[src/rtl/violation_ticket_unit_pkg.sv]
// Shared types and constants for the red-light violation ticket unit.
package violation_ticket_unit_pkg;
  localparam int PLATE_W    = 5;
  localparam int CNT_W      = 4;
  localparam int FIFO_DEPTH = 8;
  localparam int BASE_FINE  = 10;
  localparam int FINE_W     = 12;

  localparam logic ROAD_A = 1'b0;
  localparam logic ROAD_B = 1'b1;

  typedef struct packed {
    logic [PLATE_W-1:0] plate;
    logic               road;
    logic [FINE_W-1:0]  fine;
  } ticket_t;

  // Fine for an offender with c prior offences.
  function automatic logic [FINE_W-1:0] fine_of(input logic [CNT_W-1:0] c);
    return FINE_W'(BASE_FINE) * (FINE_W'(c) + FINE_W'(1));
  endfunction
endpackage

[src/rtl/violation_ticket_unit_if.sv]
// Violation event input and ticket valid/ready output bundle.
interface violation_ticket_unit_if;
  import violation_ticket_unit_pkg::*;

  logic               viol_valid;
  logic [PLATE_W-1:0] viol_plate;
  logic               viol_road;
  logic               tkt_valid;
  logic               tkt_ready;
  logic [PLATE_W-1:0] tkt_plate;
  logic               tkt_road;
  logic [FINE_W-1:0]  tkt_fine;

  modport master (
    output viol_valid, viol_plate, viol_road, tkt_ready,
    input  tkt_valid, tkt_plate, tkt_road, tkt_fine
  );

  modport slave (
    input  viol_valid, viol_plate, viol_road, tkt_ready,
    output tkt_valid, tkt_plate, tkt_road, tkt_fine
  );
endinterface

[src/rtl/violation_ticket_unit_ticket_fifo.sv]
// Synchronous FIFO with valid/ready pop; when empty the output keeps showing the last popped entry.
module ticket_fifo #(
  parameter int DEPTH = 8,
  parameter int W     = 18
) (
  input  logic         clk,
  input  logic         rst_n,
  input  logic         push_i,
  input  logic [W-1:0] data_i,
  input  logic         ready_i,
  output logic         valid_o,
  output logic         accept_o,
  output logic [W-1:0] data_o
);
  localparam int AW = $clog2(DEPTH);

  logic [W-1:0]  mem_q [DEPTH];
  logic [AW-1:0] wr_q, wr_d, rd_q, rd_d, head_idx;
  logic [AW:0]   cnt_q, cnt_d;
  logic          empty, full, pop;

  always_comb begin
    empty    = (cnt_q == '0);
    full     = (cnt_q == (AW+1)'(DEPTH));
    pop      = !empty && ready_i;
    accept_o = push_i && (!full || pop);
    valid_o  = !empty;
    // Slot rd-1 is the last popped entry and is never rewritten while empty.
    head_idx = empty ? rd_q - AW'(1) : rd_q;
    data_o   = mem_q[head_idx];
    wr_d     = accept_o ? wr_q + AW'(1) : wr_q;
    rd_d     = pop ? rd_q + AW'(1) : rd_q;
    cnt_d    = cnt_q + (AW+1)'(accept_o) - (AW+1)'(pop);
  end

  always_ff @(posedge clk or negedge rst_n) begin
    if (!rst_n) begin
      wr_q  <= '0;
      rd_q  <= '0;
      cnt_q <= '0;
      for (int i = 0; i < DEPTH; i++) mem_q[i] <= '0;
    end else begin
      wr_q  <= wr_d;
      rd_q  <= rd_d;
      cnt_q <= cnt_d;
      if (accept_o) mem_q[wr_q] <= data_i;
    end
  end
endmodule

[src/rtl/violation_ticket_unit.sv]
// Two-stage violation pipeline: per-plate offence counters, escalating fines, ticket FIFO.
module violation_ticket_unit
  import violation_ticket_unit_pkg::*;
(
  input  logic                    clk,
  input  logic                    rst_n,
  input  logic                    day_clear_i,
  violation_ticket_unit_if.slave  bus,
  output logic [15:0]             total_fines_o,
  output logic [7:0]              drop_count_o
);
  localparam int TBL_N = 2**PLATE_W;

  logic               s1_valid_q;
  logic [PLATE_W-1:0] s1_plate_q;
  logic               s1_road_q;
  logic               s2_valid_q;
  logic [PLATE_W-1:0] s2_plate_q;
  logic               s2_road_q;
  logic [CNT_W-1:0]   s2_cnt_q, s2_cnt_d, s2_cnt_inc;
  logic [CNT_W-1:0]   cnt_tbl_q [TBL_N];
  logic [15:0]        total_q, total_d;
  logic [7:0]         drop_q, drop_d;
  logic [16:0]        total_sum;
  logic [FINE_W-1:0]  s2_fine;
  logic               push_accept;
  ticket_t            push_tkt, head_tkt;

  always_comb begin
    s2_cnt_inc = (s2_cnt_q == '1) ? s2_cnt_q : s2_cnt_q + CNT_W'(1);
    s2_fine    = fine_of(s2_cnt_q);
    // The S2 write lands on the same edge this read is captured, so forward it.
    if (day_clear_i)
      s2_cnt_d = '0;
    else if (s2_valid_q && (s2_plate_q == s1_plate_q))
      s2_cnt_d = s2_cnt_inc;
    else
      s2_cnt_d = cnt_tbl_q[s1_plate_q];
    push_tkt.plate = s2_plate_q;
    push_tkt.road  = s2_road_q;
    push_tkt.fine  = s2_fine;
    total_sum = {1'b0, total_q} + 17'(s2_fine);
    if (day_clear_i)
      total_d = '0;
    else if (push_accept)
      total_d = total_sum[16] ? 16'hFFFF : total_sum[15:0];
    else
      total_d = total_q;
    drop_d = (s2_valid_q && !push_accept && (drop_q != 8'hFF)) ? drop_q + 8'd1 : drop_q;
  end

  always_ff @(posedge clk or negedge rst_n) begin
    if (!rst_n) begin
      s1_valid_q <= 1'b0;
      s1_plate_q <= '0;
      s1_road_q  <= 1'b0;
      s2_valid_q <= 1'b0;
      s2_plate_q <= '0;
      s2_road_q  <= 1'b0;
      s2_cnt_q   <= '0;
      total_q    <= '0;
      drop_q     <= '0;
      for (int i = 0; i < TBL_N; i++) cnt_tbl_q[i] <= '0;
    end else begin
      s1_valid_q <= bus.viol_valid;
      if (bus.viol_valid) begin
        s1_plate_q <= bus.viol_plate;
        s1_road_q  <= bus.viol_road;
      end
      s2_valid_q <= s1_valid_q;
      if (s1_valid_q) begin
        s2_plate_q <= s1_plate_q;
        s2_road_q  <= s1_road_q;
        s2_cnt_q   <= s2_cnt_d;
      end
      total_q <= total_d;
      drop_q  <= drop_d;
      if (day_clear_i)
        for (int i = 0; i < TBL_N; i++) cnt_tbl_q[i] <= '0;
      else if (s2_valid_q)
        cnt_tbl_q[s2_plate_q] <= s2_cnt_inc;
    end
  end

  ticket_fifo #(.DEPTH(FIFO_DEPTH), .W($bits(ticket_t))) u_fifo (
    .clk      (clk),
    .rst_n    (rst_n),
    .push_i   (s2_valid_q),
    .data_i   (push_tkt),
    .ready_i  (bus.tkt_ready),
    .valid_o  (bus.tkt_valid),
    .accept_o (push_accept),
    .data_o   (head_tkt)
  );

  assign bus.tkt_plate  = head_tkt.plate;
  assign bus.tkt_road   = head_tkt.road;
  assign bus.tkt_fine   = head_tkt.fine;
  assign total_fines_o  = total_q;
  assign drop_count_o   = drop_q;
endmodule

[src/flat_wrapper.sv]
// flat-port wrapper written by rule: the top's interface ports become plain ports
module violation_ticket_unit_flat import violation_ticket_unit_pkg::*;
  (clk, rst_n, day_clear_i, total_fines_o, drop_count_o, bus_viol_valid, bus_viol_plate, bus_viol_road, bus_tkt_ready, bus_tkt_valid, bus_tkt_plate, bus_tkt_road, bus_tkt_fine);
  violation_ticket_unit_if bus_i ();
  input  logic clk;
  input  logic rst_n;
  input  logic day_clear_i;
  output logic [15:0] total_fines_o;
  output logic [7:0] drop_count_o;
  input wire logic [$bits(bus_i.viol_valid)-1:0] bus_viol_valid;
  input wire logic [$bits(bus_i.viol_plate)-1:0] bus_viol_plate;
  input wire logic [$bits(bus_i.viol_road)-1:0] bus_viol_road;
  input wire logic [$bits(bus_i.tkt_ready)-1:0] bus_tkt_ready;
  output wire logic [$bits(bus_i.tkt_valid)-1:0] bus_tkt_valid;
  output wire logic [$bits(bus_i.tkt_plate)-1:0] bus_tkt_plate;
  output wire logic [$bits(bus_i.tkt_road)-1:0] bus_tkt_road;
  output wire logic [$bits(bus_i.tkt_fine)-1:0] bus_tkt_fine;
  assign bus_i.viol_valid = bus_viol_valid;
  assign bus_i.viol_plate = bus_viol_plate;
  assign bus_i.viol_road = bus_viol_road;
  assign bus_i.tkt_ready = bus_tkt_ready;
  assign bus_tkt_valid = bus_i.tkt_valid;
  assign bus_tkt_plate = bus_i.tkt_plate;
  assign bus_tkt_road = bus_i.tkt_road;
  assign bus_tkt_fine = bus_i.tkt_fine;
  violation_ticket_unit u_core (.clk(clk), .rst_n(rst_n), .day_clear_i(day_clear_i), .bus(bus_i), .total_fines_o(total_fines_o), .drop_count_o(drop_count_o));
endmodule
[config.mk]
export PLATFORM = sky130hd
export DESIGN_NAME = violation_ticket_unit_flat
export DESIGN_NICKNAME = d
export VERILOG_FILES = /design/src/rtl/violation_ticket_unit_pkg.sv /design/src/rtl/violation_ticket_unit_if.sv /design/src/rtl/violation_ticket_unit_ticket_fifo.sv /design/src/rtl/violation_ticket_unit.sv /design/src/flat_wrapper.sv
export SDC_FILE = /design/constraint.sdc
export NUM_CORES = 1
export LEC_CHECK = 0
export ABC_AREA = 1
export BUFFER_PORTS_ARGS = -buffer_cell sky130_fd_sc_hd__buf_2
export CORE_AREA = 5 5 199 182
export CTS_BUF_LIST = sky130_fd_sc_hd__clkbuf_2
export DETAILED_ROUTE_END_ITERATION = 12
export DIE_AREA = 0 0 204 187
export SYNTH_ARGS = -nofsm -noshare
export SYNTH_HDL_FRONTEND = slang
export SYNTH_SLANG_ARGS = --single-unit
[constraint.sdc]
create_clock -name clk -period 3.7 [get_ports clk]
set_clock_uncertainty 0.2 [all_clocks]
set_input_delay 0.74 -clock clk [delete_from_list [all_inputs] [get_ports clk]]
set_output_delay 0.74 -clock clk [all_outputs]
set_load 0.005 [all_outputs]
## Word-level counts from Yosys, hierarchy flattened

Index checks and enable logic that the tools add are counted.

| cells by class | value |
|---|---|
| eq/ne operators | 4 |
| reduce and logical (&&, ||, !) cells | 14 |
| bitwise operators | 4 |
| multiplexer cells | 21 |
| multiply operators | 1 |
| add/sub/neg operators | 9 |
| order comparisons | 6 |

Operators by type and width:

| operator | number |
|---|---|
| 128-bit 2-to-1 mux | 2 |
| 144-bit bitwise mux | 1 |
| 128-bit bitwise mux | 1 |
| 18-bit binary-select mux with 3-bit select | 1 |
| 18-bit demux with 3-bit select | 1 |
| 18-bit 2-to-1 mux | 3 |
| 16-bit 2-to-1 mux | 3 |
| 4-bit 2-to-1 mux | 6 |
| 4-bit binary-select mux with 5-bit select | 1 |
| 4-bit demux with 5-bit select | 1 |
| 16-bit by 12-bit adder with 17-bit output | 1 |
| 6-bit >= comparator (second input constant) | 2 |
| 3-bit by 12-bit multiplier with 11-bit output (first input constant) | 1 |
| 5-bit NOT with 6-bit output | 2 |
| 8-bit by 1-bit adder with 8-bit output (second input constant) | 1 |
| 4-bit == test (second input constant) | 2 |
| 4-bit >= comparator (second input constant) | 2 |
| 8-bit != test (second input constant) | 1 |
| 3-bit NOT with 4-bit output | 2 |
| 1-bit logical AND | 7 |
| 3-bit by 1-bit adder with 3-bit output (second input constant) | 2 |
| 6-bit by 1-bit < comparator with 1-bit output (second input constant) | 1 |
| 4-bit by 1-bit adder with 5-bit output (second input constant) | 1 |
| 5-bit == test | 1 |
| other kinds (10) | 13 |

| word-level totals | value |
|---|---|
| logic and storage cells | 111 |
| flip-flop bits (word level) | 324 |
| output and inout port bits | 43 |
| bits of input ports | 11 |

## Depth between registers and ports, before layout

| depth | value |
|---|---|
| word-level depth | 8 |
| mapped depth | 21 |
| mapped depth without buffers | 21 |

## Hierarchy

From an unflattened synthesis, not the netlist that was laid out.

| second synthesis, totals | value |
|---|---|
| cells, all modules | 2372 |
| area, all modules | 17651.9 sq um |

By module, submodules not included:

| module | cells an instance | area each (sq um) | sequential area each (sq um) | instances |
|---|---|---|---|---|
| violation_ticket_unit | 1176 | 8948.6 | 4254.1 | 1 |
| ticket_fifo | 1196 | 8703.3 | 3853.7 | 1 |

## Worst setup path after synthesis

OpenSTA, ideal clock, no wires.

| path | value |
|---|---|
| kind | register to register |
| from | register u_core.s2_cnt_q[0] |
| to | register u_core.total_q[11], in the netlist u_core.total_fines_o[11] |
| setup slack | 140 ps |
| period minus slack after synthesis | 3560 ps |
| cell stages (with the launch flop) | 20 |
| data required time | 3366 ps |
| setup time | 134 ps |
| buffers on the path | 1 |
| data arrival time | 3226 ps |
| cells stage by stage | dfrtp_1 > ha_1 > nand2_1 > inv_1 > nor2_1 > ha_1 > ha_1 > nand3_1 > nand3_1 > xor2_1 > inv_1 > ha_1 > a21oi_1 > o21a_1 > nand2_1 > nand3_1 > nand2_1 > nand2_1 > buf_2 > o211ai_1 |

| between the ends | value |
|---|---|
| cells in the longest elaborated chain, start to end | 6 |

RTL lines:

| what | RTL line | source |
|---|---|---|
| start: declaration | violation_ticket_unit.sv:20 | `logic [CNT_W-1:0] s2_cnt_q, s2_cnt_d, s2_cnt_inc;` |
| start signal: assignment | violation_ticket_unit.sv:74 | `s2_cnt_q <= s2_cnt_d;` |
| 4-bit by 1-bit adder with 5-bit output | violation_ticket_unit_pkg.sv:20 | `return FINE_W'(BASE_FINE) * (FINE_W'(c) + FINE_W'(1));` |
| 3-bit by 12-bit multiplier with 11-bit output | violation_ticket_unit_pkg.sv:20 |  |
| named net u_core.s2_fine[7] | violation_ticket_unit.sv:25 | `logic [FINE_W-1:0] s2_fine;` |
| 16-bit by 12-bit adder with 17-bit output | violation_ticket_unit.sv:42 | `total_sum = {1'b0, total_q} + 17'(s2_fine);` |
| 16-bit 2-to-1 mux | violation_ticket_unit.sv:46 | `total_d = total_sum[16] ? 16'hFFFF : total_sum[15:0];` |
| 16-bit 2-to-1 mux | violation_ticket_unit.sv:45 | `else if (push_accept)` |
| 16-bit 2-to-1 mux | violation_ticket_unit.sv:43 | `if (day_clear_i)` |
| end signal: assignment | violation_ticket_unit.sv:76 | `total_q <= total_d;` |
| end: declaration | violation_ticket_unit.sv:22 | `logic [15:0] total_q, total_d;` |

The timed path passes the listed nets, and every way through them passes these cells. The select of a mux whose other input is x is not followed.
A chain may end at the register's enable or synchronous reset.

## Worst setup path after layout

| path | value |
|---|---|
| from | register u_core.u_fifo.rd_q[0] |
| to | output bus_tkt_fine[3] |

| between the ends | value |
|---|---|
| cells in the longest elaborated chain, start to end | 6 |

RTL lines:

| what | RTL line | source |
|---|---|---|
| start: declaration | violation_ticket_unit_ticket_fifo.sv:18 | `logic [AW-1:0] wr_q, wr_d, rd_q, rd_d, head_idx;` |
| start signal: assignment | violation_ticket_unit_ticket_fifo.sv:44 | `rd_q <= rd_d;` |
| 3-bit by 1-bit subtractor with 3-bit output | violation_ticket_unit_ticket_fifo.sv:29 | `head_idx = empty ? rd_q - AW'(1) : rd_q;` |
| 3-bit 2-to-1 mux * | violation_ticket_unit_ticket_fifo.sv:29 |  |
| 3-bit NOT with 4-bit output (not written as such) * | violation_ticket_unit_ticket_fifo.sv:30 | `data_o = mem_q[head_idx];` |
| 18-bit binary-select mux with 3-bit select * | violation_ticket_unit_ticket_fifo.sv:30 |  |
| 18-bit 2-to-1 mux (not written as such) * (2 in series) | violation_ticket_unit_ticket_fifo.sv:30 |  |
| end: declaration | flat_wrapper.sv:17 | `output wire logic [$bits(bus_i.tkt_fine)-1:0] bus_tkt_fine;` |

Every way passes the cells marked *; elsewhere a longest branch is shown, timed or not. The select of a mux whose other input is x is not followed.

==> flow_summary_export.csv <==
group,metric,value,unit
run_status,status,"finished, final reports clean",
worst_setup_path,crit_required,2.76,ns
worst_setup_path,crit_path_max_fanout,7,
routing,drt-total-wl,41900,um
die,start_util,0.445,
global_route,antenna_found_initial,1,
logic_synthesis,synth_cell_type_count,41,
routing,vias,13200,
cts,worstSkewPairLatency,0.90,ns
cts,numCtsBuffers,80,
layout,fill_cells,3297,
timing,fmax,277,MHz
timing,worstMarginPinSlew,1.15,ns
logic_synthesis,yosysTopAreaCell,"dfrtp_1",
cts,cts.reportedPaths.clkPinSlew,0.10,ns
die,ios,54,
global_route,grt_max_degree,90,
routing,dr.first_iter.drc_count,1065,
die,core,0.0337,mm^2
min_path,hold_class,"primary input to flop",
timing,rsz0062_at_grt,"yes",
global_route,grt_pass1_wl,67900,um
cts,cts.sinks,292,
timing,max_slew_margin,0.228,
routing,wire_per_inst,17.0,um
worst_setup_path,path_class,"flop to output port",
layout,synthToLayoutAreaGrowth,13.4,%
layout,layoutNonFillerInstCount,2472,
cts,h-tree-depth,3,
timing,slew_violations,0,
logic_synthesis,ys_top_cells_by_area,"dfrtp_1, nand2_1, nand3_1, o21ai_0, o21ai_1",
timing,hold_viol,0,
die,die_h,187,um
die,dieArea,0.0381,mm^2
cts,clockBufferDepth,3,
layout,final_nets,1986,
layout,final_core_util,0.504,
cts,cts_root_buf,"clkbuf_2",
logic_synthesis,netlist_area,0.0150,mm^2
worst_setup_path,crit_path_end_kind,"output port",
routing,drc,0,
logic_synthesis,synth.yosys.warnings,0,
die,die_x,204,um
logic_synthesis,syn_area_per_cell,8.08,um^2
routing,postRouteAntennaNets,0,
logic_synthesis,synth_top_area_share,0.487,
timing,period_share,0.976,
run,maxCapViolCount,0,
global_route,grt_use_total,0.217,
pwr,powerDensity,667,mW/mm^2
logic_synthesis,ys_ff_latch,292,
global_route,gr-total-overflow,0,
placed_design,dp_cells,2284,
placed_design,portBuffers,49,
layout,drive_above_1_share,0.144,
global_route,grt_pass1_vias,12900,
die,num_rows,64,
worst_setup_path,worstSetupStartpointType,"flop",
timing,finalCriticalPeriod,3.61,ns
timing,setup_viol,0,
routing,dr.pass1.iters,6,
logic_synthesis,synthCells,1854,
placed_design,hpwlAfterDp,24800,um
routing,vias_per_cell,5.35,
cts,cts_tree,"yes",
worst_setup_path,crit_arrival,2.67,ns
pwr,max-vdd-ir-drop,0.000319,V
pwr,leakage,7.98,nW
logic_synthesis,ys_seq_area_frac,0.487,
placed_design,place_congestion,0.845,
[power breakdown]
part	switching (mW)	internal, mW
clock network	1.41	1.06
logic	2.79	1.87
registers	0.413	3.80
total	4.61	6.73
[registers in the layout, summed over array words and instances (netlist names)]
signal	cells
u_core.cnt_tbl_q	128
u_core.u_fifo.mem_q	112
u_core.s1_valid_q	1
u_core.drop_count_o	8
u_core.total_fines_o	16
u_core.s2_valid_q	1
u_core.s2_plate_q	5
u_core.u_fifo.wr_q	3
u_core.u_fifo.rd_q	3
u_core.s2_road_q	1
u_core.s1_plate_q	5
u_core.u_fifo.cnt_q	4
u_core.s1_road_q	1
u_core.s2_cnt_q	4
[cell type report]
| class | count | area, um^2 | share of cell area |
|---|---|---|---|
| diodes | 1 | 2.50 | 0.000147 |
| clock buffers | 118 | 591 | 0.0347 |
| clock inverters | 26 | 189 | 0.0111 |
| inverters | 132 | 508 | 0.0299 |
| multi-input cells | 1317 | 6710 | 0.395 |
| flip-flops and latches | 292 | 7310 | 0.430 |
| well taps | 462 | 578 | 0.0340 |
| repair buffers | 123 | 1110 | 0.0652 |
| repair inverters | 1 | 6.26 | 0.000368 |
[cell usage after synthesis (all sizes together)]
master  instances
dfrtp         292
o21ai         303
and2            1
ha             25
nand3         300
a21o            3
o21a            1
xor2           16
nand2         486
mux2            1
clkinv          5
a21oi          28
nor2           61
nor3           11
inv           127
conb            1
fa              3
buf            70
clkbuf         49
xnor2           8
nand4          12
o211ai         49
o22ai           2
[layer usage]
| layer | global-route usage | up-vias | wire length (um) | part of all wire |
|---|---|---|---|---|
| met5 | 0 | - | 0 | 0 |
| met4 | 0.0799 | 0 | 1220 | 0.029 |
| met3 | 0.0383 | 92 | 2290 | 0.055 |
| met2 | 0.344 | 396 | 19500 | 0.46 |
| met1 | 0.301 | 6269 | 19000 | 0.45 |
| li1 | - | 6463 | - | - |
[path summary, 6_finish.rpt]
kind,to,from,cells after the start,slack [ns]
worst max-delay path,bus_tkt_fine[3],u_core.u_fifo.rd_q[0],11,0.09
worst min-delay path,u_core.total_fines_o[14],day_clear_i,5,0.16
worst max register to register,u_core.total_fines_o[5],u_core.s2_cnt_q[1],18,0.24
worst min register to register,u_core.s2_cnt_q[3],u_core.s2_cnt_q[3],2,0.29
max in group asynchronous,u_core.cnt_tbl_q[18],rst_n,3,2.19
min in group asynchronous,u_core.drop_count_o[5],rst_n,2,0.22
[critical path, stage by stage, from the launching register on]
cell	delay [ns]
dfrtp_1	0.41
inv_2	0.09
ha_4	0.21
o21ai_4	0.24
buf_6	0.15
inv_8	0.05
buf_16	0.14
o211ai_1	0.09
nand2_1	0.10
inv_1	0.07
o21ai_0	0.06
buf_2	0.14
[kinds of logic (layout without fill, tap and decap cells)]
logic type,count (synthesis),in the layout,synth area share
XOR/XNOR,24,24,0.0145
multiplexers,1,1,0.000751
AO/OA/AOI/OAI,386,386,0.138
flip-flops,292,292,0.487
buffers and inverters,251,400,0.0760
adder cells (fa/ha/maj),28,28,0.0249
AND/OR/NAND/NOR,871,874,0.258
other,1,5,0.000250
[stage by stage]
stage                     power, mW  setup TNS (ns)  hold slack, ns  cell area, um^2  setup WS [ns]
after floorplan                6.92               0           0.221            15000          0.140
after global placement         8.02               0           0.266            15500         0.0873
after detailed placement       8.10               0           0.273            15500         0.0119
after CTS                      11.2         -0.0177          0.0400            16800       -0.00613
after global routing           12.2           -1.01           0.114            17000        -0.0918
final                          11.3               0           0.160            17000         0.0881
[placed cells by master, fill, tap and decap left out, types with 3 or more instances in the layout]
cell	netlist	final
nand3_1	299	298
buf_12	0	10
buf_16	0	4
inv_1	121	115
o21ai_2	1	5
nand2_1	480	476
nand2_4	3	4
a21oi_1	28	26
o21ai_0	157	144
inv_4	0	3
ha_1	25	22
o21ai_1	145	153
clkinv_1	5	24
xnor2_1	8	8
nand4_4	7	7
nand4_1	4	4
buf_4	8	38
nand2_8	1	5
fa_1	3	3
bufinv_16	0	3
inv_2	6	10
dfrtp_1	292	289
a21o_1	3	3
buf_6	16	6
xor2_1	15	15
o211ai_1	49	49
clkbuf_2	1	118
conb_1	1	4
dlygate4sd3_1	0	14
nand2_2	2	4
dfrtp_2	0	3
nor3_1	10	10
buf_2	28	48
nor2_1	59	58
[repair_timing]
action	CTS	global route
endpoints found under the setup margin	19	28
hold endpoints to repair	93	0
resized for setup	42	20
hold buffers	14	0
gates cloned	5	4
buffers inserted	15	5
pin swaps	9	10
(Power assumes the default switching activity.)
